===== src/rtl/hazard_scoreboard_if.sv =====
// hazard_scoreboard_if: decode-side request and hazard/forwarding response bundle
interface hazard_scoreboard_if #(
  parameter int REG_AW = 5,
  parameter int LAT_W  = 2,
  parameter int SEL_W  = 2,
  parameter int CNT_W  = 32
);
  logic              id_valid;
  logic              id_use_rs;
  logic              id_use_rt;
  logic              id_is_store;
  logic [REG_AW-1:0] id_rs;
  logic [REG_AW-1:0] id_rt;
  logic              id_reg_write;
  logic [REG_AW-1:0] id_dest;
  logic [LAT_W-1:0]  id_lat;
  logic              flush;
  logic              stall;
  logic [SEL_W-1:0]  fwd_sel_a;
  logic [SEL_W-1:0]  fwd_sel_b;
  logic              late_fwd_b;
  logic [CNT_W-1:0]  stall_count;
  modport master (
    output id_valid, id_use_rs, id_use_rt, id_is_store, id_rs, id_rt,
           id_reg_write, id_dest, id_lat, flush,
    input  stall, fwd_sel_a, fwd_sel_b, late_fwd_b, stall_count
  );
  modport slave (
    input  id_valid, id_use_rs, id_use_rt, id_is_store, id_rs, id_rt,
           id_reg_write, id_dest, id_lat, flush,
    output stall, fwd_sel_a, fwd_sel_b, late_fwd_b, stall_count
  );
endinterface


===== src/rtl/hazard_scoreboard.sv =====
// hazard_scoreboard: shift-register scoreboard of in-flight writers driving
// decode stall, operand forward selects, late store-data forwarding and a stall counter
module hazard_scoreboard #(
  parameter int REG_AW = 5,
  parameter int STAGES = 3,
  parameter int LAT_W  = 2,
  parameter int SEL_W  = 2,
  parameter int CNT_W  = 32
) (
  input logic clk,
  input logic rst,
  hazard_scoreboard_if.slave bus
);
  localparam logic [LAT_W-1:0] LAT_MAX = LAT_W'(STAGES - 1);
  logic [STAGES-1:0] r_valid;
  logic [REG_AW-1:0] r_dest [STAGES];
  logic [LAT_W-1:0]  r_lat  [STAGES];
  logic [CNT_W-1:0]  r_cnt;
  logic              w_hit_a, w_hit_b;
  logic [SEL_W-1:0]  w_pos_a, w_pos_b;
  logic [LAT_W-1:0]  w_lat_a, w_lat_b;
  logic              w_use_a, w_use_b, w_haz_a, w_haz_b, w_late, w_stall, w_ins;
  logic [LAT_W-1:0]  w_lat_in;
  // Scan oldest to youngest so the lowest matching position wins.
  always_comb begin
    w_hit_a = 1'b0;
    w_pos_a = '0;
    w_lat_a = '0;
    w_hit_b = 1'b0;
    w_pos_b = '0;
    w_lat_b = '0;
    for (int i = STAGES - 1; i >= 0; i--) begin
      if (r_valid[i] && r_dest[i] == bus.id_rs) begin
        w_hit_a = 1'b1;
        w_pos_a = SEL_W'(i + 1);
        w_lat_a = r_lat[i];
      end
      if (r_valid[i] && r_dest[i] == bus.id_rt) begin
        w_hit_b = 1'b1;
        w_pos_b = SEL_W'(i + 1);
        w_lat_b = r_lat[i];
      end
    end
  end
  assign w_use_a = bus.id_use_rs && bus.id_rs != '0;
  assign w_use_b = bus.id_use_rt && bus.id_rt != '0;
  // A load one cycle ahead of a store can still supply its data in M.
  assign w_late  = w_use_b && bus.id_is_store && w_hit_b && w_pos_b == SEL_W'(1)
                   && w_lat_b == LAT_W'(1);
  assign w_haz_a = w_use_a && w_hit_a && w_lat_a != '0;
  assign w_haz_b = w_use_b && w_hit_b && w_lat_b != '0 && !w_late;
  assign w_stall = bus.id_valid && !bus.flush && (w_haz_a || w_haz_b);
  assign w_ins   = bus.id_valid && bus.id_reg_write && bus.id_dest != '0 && !w_stall && !bus.flush;
  assign w_lat_in = bus.id_lat > LAT_MAX ? LAT_MAX : bus.id_lat;
  assign bus.stall       = w_stall;
  assign bus.fwd_sel_a   = (w_use_a && w_hit_a && w_lat_a == '0) ? w_pos_a : '0;
  assign bus.fwd_sel_b   = (w_use_b && w_hit_b && w_lat_b == '0) ? w_pos_b : '0;
  assign bus.late_fwd_b  = w_late;
  assign bus.stall_count = r_cnt;
  always_ff @(posedge clk or posedge rst) begin
    if (rst) begin
      r_valid <= '0;
      r_cnt   <= '0;
      for (int i = 0; i < STAGES; i++) begin
        r_dest[i] <= '0;
        r_lat[i]  <= '0;
      end
    end else begin
      r_valid[0] <= w_ins;
      r_dest[0]  <= bus.id_dest;
      r_lat[0]   <= w_lat_in;
      for (int i = 1; i < STAGES; i++) begin
        r_valid[i] <= r_valid[i-1];
        r_dest[i]  <= r_dest[i-1];
        r_lat[i]   <= r_lat[i-1] == '0 ? '0 : r_lat[i-1] - LAT_W'(1);
      end
      if (w_stall && r_cnt != '1) r_cnt <= r_cnt + CNT_W'(1);
    end
  end
endmodule


===== src/flat_wrapper.sv =====
// flat-port wrapper written by rule: the top's interface ports become plain ports
module hazard_scoreboard_flat 
#(
  parameter int REG_AW = 5,
  parameter int STAGES = 3,
  parameter int LAT_W  = 2,
  parameter int SEL_W  = 2,
  parameter int CNT_W  = 32
)
  (clk, rst, bus_id_valid, bus_id_use_rs, bus_id_use_rt, bus_id_is_store, bus_id_rs, bus_id_rt, bus_id_reg_write, bus_id_dest, bus_id_lat, bus_flush, bus_stall, bus_fwd_sel_a, bus_fwd_sel_b, bus_late_fwd_b, bus_stall_count);
  hazard_scoreboard_if #(.REG_AW(REG_AW), .LAT_W(LAT_W), .SEL_W(SEL_W), .CNT_W(CNT_W)) bus_i ();
  input logic clk;
  input logic rst;
  input wire logic [$bits(bus_i.id_valid)-1:0] bus_id_valid;
  input wire logic [$bits(bus_i.id_use_rs)-1:0] bus_id_use_rs;
  input wire logic [$bits(bus_i.id_use_rt)-1:0] bus_id_use_rt;
  input wire logic [$bits(bus_i.id_is_store)-1:0] bus_id_is_store;
  input wire logic [$bits(bus_i.id_rs)-1:0] bus_id_rs;
  input wire logic [$bits(bus_i.id_rt)-1:0] bus_id_rt;
  input wire logic [$bits(bus_i.id_reg_write)-1:0] bus_id_reg_write;
  input wire logic [$bits(bus_i.id_dest)-1:0] bus_id_dest;
  input wire logic [$bits(bus_i.id_lat)-1:0] bus_id_lat;
  input wire logic [$bits(bus_i.flush)-1:0] bus_flush;
  output wire logic [$bits(bus_i.stall)-1:0] bus_stall;
  output wire logic [$bits(bus_i.fwd_sel_a)-1:0] bus_fwd_sel_a;
  output wire logic [$bits(bus_i.fwd_sel_b)-1:0] bus_fwd_sel_b;
  output wire logic [$bits(bus_i.late_fwd_b)-1:0] bus_late_fwd_b;
  output wire logic [$bits(bus_i.stall_count)-1:0] bus_stall_count;
  assign bus_i.id_valid = bus_id_valid;
  assign bus_i.id_use_rs = bus_id_use_rs;
  assign bus_i.id_use_rt = bus_id_use_rt;
  assign bus_i.id_is_store = bus_id_is_store;
  assign bus_i.id_rs = bus_id_rs;
  assign bus_i.id_rt = bus_id_rt;
  assign bus_i.id_reg_write = bus_id_reg_write;
  assign bus_i.id_dest = bus_id_dest;
  assign bus_i.id_lat = bus_id_lat;
  assign bus_i.flush = bus_flush;
  assign bus_stall = bus_i.stall;
  assign bus_fwd_sel_a = bus_i.fwd_sel_a;
  assign bus_fwd_sel_b = bus_i.fwd_sel_b;
  assign bus_late_fwd_b = bus_i.late_fwd_b;
  assign bus_stall_count = bus_i.stall_count;
  hazard_scoreboard #(.REG_AW(REG_AW), .STAGES(STAGES), .LAT_W(LAT_W), .SEL_W(SEL_W), .CNT_W(CNT_W)) u_core (.clk(clk), .rst(rst), .bus(bus_i));
endmodule

===== config.mk =====
export PLATFORM = sky130hd
export DESIGN_NAME = hazard_scoreboard_flat
export DESIGN_NICKNAME = d
export VERILOG_FILES = /design/src/rtl/hazard_scoreboard_if.sv /design/src/rtl/hazard_scoreboard.sv /design/src/flat_wrapper.sv
export SDC_FILE = /design/constraint.sdc
export NUM_CORES = 1
export LEC_CHECK = 0
export ABC_AREA = 1
export CAP_MARGIN = 30
export CORE_MARGIN = 2
export CORE_UTILIZATION = 49
export DETAILED_ROUTE_END_ITERATION = 8
export PLACE_DENSITY = 0.78
export SYNTH_ARGS = -nofsm -noshare
export SYNTH_HDL_FRONTEND = slang
export SYNTH_SLANG_ARGS = --single-unit

===== constraint.sdc =====
create_clock -name clk -period 1.8 [get_ports clk]
set_clock_uncertainty 0.05 [all_clocks]
set_input_delay 0.36 -clock clk [delete_from_list [all_inputs] [get_ports clk]]
set_output_delay 0.36 -clock clk [all_outputs]
set_load 0.01 [all_outputs]

==> After elaboration in Yosys (flattened, before gate mapping) <==
Cells that the tools add are included.
{ "word_totals": {"in_bits": 25, "register_bits": 56} }
{ "op_classes": {"add_sub_neg": 3, "n_eq_ne": 9, "magnitude_cmp": 1, "n_reduce_logical": 39, "mux": 23} }
{ "ops": {"columns": ["operator", "n"], "rows": [
  ["2-to-1 mux 2 bit", 17],
  ["adder 32 x 1 -> 32 bit, second input constant", 1],
  ["inequality test 32 bit, second input constant", 1],
  ["equality test 5 bit", 6],
  ["logical AND 1 bit", 26],
  ["nonzero test 5 bit", 3],
  ["zero test 2 bit", 4],
  ["2-to-1 mux 1 bit", 6],
  ["equality test 2 x 1 -> 1 bit, second input constant", 2],
  ["nonzero test 2 bit", 2],
  ["subtractor 2 x 1 -> 2 bit, second input constant", 2],
  ["zero test 1 bit", 3],
  ["greater-than comparator 2 bit, second input constant", 1],
  ["logical OR 1 bit", 1]
]} }

==> Longest topological paths before layout <==
{ "depth": {"ltp_word": 15, "ltp_mapped": 16} }

==> Worst setup path before layout <==
No wires, ideal clock.
{ "synth_timing": {"kind": "reg2reg", "start": "reg u_core.r_cnt[1], in the netlist u_core.bus.stall_count[1]", "end": "reg u_core.r_cnt[12], in the netlist u_core.bus.stall_count[12]", "arrival_time_ns": 1.884, "path_slack_ns": -0.200, "synth_period_minus_slack_ns": 2.000, "setup_ns": 0.066, "stages_incl_launch_ff": 13, "path_buffers": 1, "t_required_ns": 1.684, "path_cell_list": "dfrtp_1 > ha_1 > nand3_2 > nor2_4 > nand4_1 > nor3_2 > nand4_1 > nor2_2 > inv_2 > nand3_4 > buf_12 > nand2_2 > nand2_1"} }
{ "synth_via": {"elab_chain_len": 2} }
{ "synth_lines": {"columns": ["element", "line", "rtl"], "rows": [
  ["start, declared", "hazard_scoreboard.sv:18", "logic [CNT_W-1:0] r_cnt;"],
  ["start signal, assigned", "hazard_scoreboard.sv:77", "if (w_stall && r_cnt != '1) r_cnt <= r_cnt + CNT_W'(1);"],
  ["parallel branches: the longest is 2 deep, another holds adder 32 x 1 -> 32 bit", null, null]
]} }
Several ways; the timed one is not identified.
A chain may end at the register's enable or synchronous reset.

==> Worst setup path after layout <==
{ "layout_timing": {"start": "reg u_core.r_dest[2] (netlist name)", "end": "reg u_core.r_cnt[24], in the netlist u_core.bus.stall_count[24]"} }
{ "layout_via": {"elab_chain_len": 13} }
{ "layout_lines": {"columns": ["element", "line", "rtl"], "rows": [
  ["start, declared", "hazard_scoreboard.sv:16", "logic [REG_AW-1:0] r_dest [STAGES];"],
  ["start signal, assigned by index", "hazard_scoreboard.sv:74", "r_dest[i] <= r_dest[i-1];"],
  ["equality test 5 bit", "hazard_scoreboard.sv:38", "if (r_valid[i] && r_dest[i] == bus.id_rt) begin"],
  ["logical AND 1 bit", "hazard_scoreboard.sv:38", null],
  ["2-to-1 mux 2 bit / 2-to-1 mux 1 bit (equally long branches) (3 in series)", "hazard_scoreboard.sv:38", null],
  ["equality test 2 x 1 -> 1 bit / logical AND 1 bit (equally long branches)", "hazard_scoreboard.sv:48", "assign w_late = w_use_b && bus.id_is_store && w_hit_b && w_pos_b == SEL_W'(1)"],
  ["logical AND 1 bit", "hazard_scoreboard.sv:48", null],
  ["logical AND 1 bit", "hazard_scoreboard.sv:49", "&& w_lat_b == LAT_W'(1);"],
  ["zero test 1 bit", "hazard_scoreboard.sv:51", "assign w_haz_b = w_use_b && w_hit_b && w_lat_b != '0 && !w_late;"],
  ["logical AND 1 bit", "hazard_scoreboard.sv:51", null],
  ["logical OR 1 bit (*)", "hazard_scoreboard.sv:52", "assign w_stall = bus.id_valid && !bus.flush && (w_haz_a || w_haz_b);"],
  ["logical AND 1 bit (*)", "hazard_scoreboard.sv:52", null],
  ["logical AND 1 bit (*)", "hazard_scoreboard.sv:77", null]
]} }
Mark *: on every way between the ends. The rest lies on a longest branch, timed or not.

==> results.yml <==
outcome:
  outcome: "complete, but fails checks"
  failing_checks: "setup timing"
cts:
  clock_tree_from_tritoncts: "yes"
  clock_path_buffers: 2
  clkSinkCount: 56
  clkLatencyLatePin_ps: 320
  ctsHoldBuffers: 0
  cts.htree.levels: 2
  cts_root_buffer: "clkbuf_8"
  clkTransAtPathRegs_ps: 120
  numCtsBuffers: 5
timing:
  hold_slack_ps: 393
  worst_pin_slew_ps: 456
  final_critical_path_time_including_i_o_delays_and_setup_ps: 2530
  slew-limit-headroom: 0.693
  setup_viol: 39
  maxSlewViolCount: 0
  tns_ps: -24940
  post-route-period-util: 1.41
  achievable-frequency_mhz: 395
  rsz0062_at_grt: "yes"
  final.setup.worst_slack_ps: -734
  final_hold_violation_count: 0
floorplan:
  die-height_um: 91.0
  floorplan.die_area_um2: 8280
  row_count: 31
  starting_density_of_the_core: 0.508
  io_pins: 63
  die_w_um: 91.0
  core_area_um2: 7290
power_and_ir_drop:
  p_leak_nw: 3.23
  power.density_cell_area_nw_per_um2: 406
  vdd_drop_max_mv: 0.363
yosys:
  synth_warnings: 0
  synth-edff-count: 0
  synth_common_cells: "nand2_1 (147), nor2_1 (61), inv_1 (59)"
  syn-mean-instance-area_um2: 7.09
  yosys.cell_count.top_type: "nand2_1"
  synth.ff_latch_count: 56
  synthDistinctLibCells: 34
  synth.yosys.seq_area_share: 0.378
  synth-async-reset-ratio: 1.00
  syn-num-nets: 549
  synth_ff_type: "dfrtp_1"
  synth_top_area_frac: 0.378
  postSynthCellCount: 523
  synth.area.top_cells: "dfrtp_1 (38%), nand2_1 (15%), nand4_1 (8.3%), nor2_1 (6.2%), inv_1 (6.0%)"
  synth_top_cell_by_area: "dfrtp_1"
  synth.cell_area_um2: 3710
global_routing:
  first_global_vias: 4272
  global_route.overflow_total: 0
  grt_first_pass_wirelength_um: 19900
  track_usage: 0.299
  grt_antenna_before_repair: 0
  grt_max_degree: 57
finish:
  nets: 730
  final_core_utilization: 0.813
  fillCellCount: 491
  layout-area-overhead-vs-synth_pct: 60.0
  post_layout_nonfiller_instances: 804
  num_antenna_cells: 0
  fraction_of_layout_instances_using_a_drive_strength_above_1: 0.363
routing:
  num_vias: 4390
  detail-route-antenna-nets: 0
  drt_pre_antenna_iters: 5
  vias_per_cell: 5.46
  drt_first_iter_violations: 357
  postRouteWirelength_um: 13400
  wl_per_cell_um: 16.7
  drc_errors: 0
critical_path:
  worst_ep_arrival_time_ps: 2680
  reg2reg_depth: 18
  critPathLaunchType: "register"
  crit_required_ps: 1950
  timing.rr.end: "u_core.bus.stall_count[24]"
  crit_path_end_kind: "register"
  critical_path_peak_fanout: 7
  r2r_setup_slack_ps: -730
  launch_point_of_the_worst_reg_to_reg_path: "u_core.r_dest[2]"
  crit_type: "reg2reg"
placed_design:
  numPortBuffers: 62
  place_congestion: 0.962
  detailed_place_hpwl_um: 8760
  place_ws_ps: -1170
  dp.cells: 765
min_path:
  timing.hold.worst.class: "in2async"
job:
  drv_cap: 0
[report_power, final]
group	internal, mW	switching, mW
registers	1.28	0.0262
logic	0.148	0.181
clock network	0.296	0.476
[worst max-delay path, stage by stage (launching register included)]
cell     delay, ps
dfrtp_1        410
inv_2           60
buf_6          110
nand2_2         40
nand4_1        160
nor2_2         190
buf_4          140
nand3_2         50
nand2_1         80
nand2_2         90
nand2_2        100
nand3_4         80
buf_6          130
buf_6          110
nand2_8         90
nand3_4        160
buf_12         200
nand2_2         80
nand2_1         70
[what timing repair did]
item,CTS,global route
buffers inserted,14,17
setup endpoints to repair,50,58
gates cloned,3,1
pin swaps,16,35
gates resized for setup,70,108
[layer usage]
layer,vias up,part of all wire,track usage
li1,2042,-,-
met1,2086,0.38,0.355
met2,216,0.52,0.538
met3,46,0.067,0.0539
met4,0,0.036,0.110
met5,-,0,0
[worst max path at each step]
stage | start | to | slack [ps] | cells past startpoint
2_1_floorplan | u_core.bus.stall_count[0] | u_core.bus.stall_count[3] | -60 | 12
3_3_place_gp | bus_id_rt[0] | bus_stall | -1170 | 14
3_5_place_dp | bus_id_rt[1] | bus_stall | -1170 | 14
4_1_cts | u_core.r_dest[2] | bus_stall | -610 | 13
5_1_grt | u_core.r_dest[8] | u_core.bus.stall_count[24] | -840 | 18
6_report | u_core.r_dest[2] | u_core.bus.stall_count[24] | -730 | 18
[area by class of cell]
| cell class | instances | area [um2] | share of cell area |
|---|---|---|---|
| clock inverter | 3 | 28.8 | 0.00485 |
| timing repair buffer | 188 | 1770 | 0.299 |
| clock buffer | 5 | 68.8 | 0.0116 |
| tap | 99 | 124 | 0.0209 |
| inverter | 71 | 270 | 0.0456 |
| sequential | 56 | 1410 | 0.237 |
| multi-input combinational | 382 | 2260 | 0.381 |
[through the flow]
step	area (um2)	total power, mW
after floorplan	3740	1.44
after detailed placement	5160	1.60
after CTS	5470	2.37
after global routing	5930	2.50
after global placement	5160	1.60
final	5930	2.41
[sequential cells by signal, indices dropped and copies added (netlist names)]
signal,cells
u_core.r_valid,3
u_core.r_dest,15
u_core.r_lat,6
u_core.bus.stall_count,32
[cell families (layout without fill, tap and decap cells)]
logic type / Yosys count / in the layout / share of synthesized area
and+or+nand+nor: 338 / 338 / 0.429
buffers and inverters: 85 / 267 / 0.102
DFF: 56 / 56 / 0.378
xor gates and xnor gates: 27 / 27 / 0.0638
AOI/OAI and AO/OA: 16 / 16 / 0.0240
adders and majority gates: 1 / 1 / 0.00337
[placed cells by master, fill, tap and decap left out, types with 20 or more instances in the layout]
master | Yosys | layout
nand2_2 | 22 | 33
xor2_1 | 22 | 22
dlygate4sd2_1 | 0 | 20
dfrtp_1 | 56 | 51
nand2_1 | 147 | 122
nor2_1 | 61 | 51
inv_1 | 59 | 50
nand4_1 | 49 | 49
buf_4 | 0 | 98
Power figures use the tool's default switching activity.
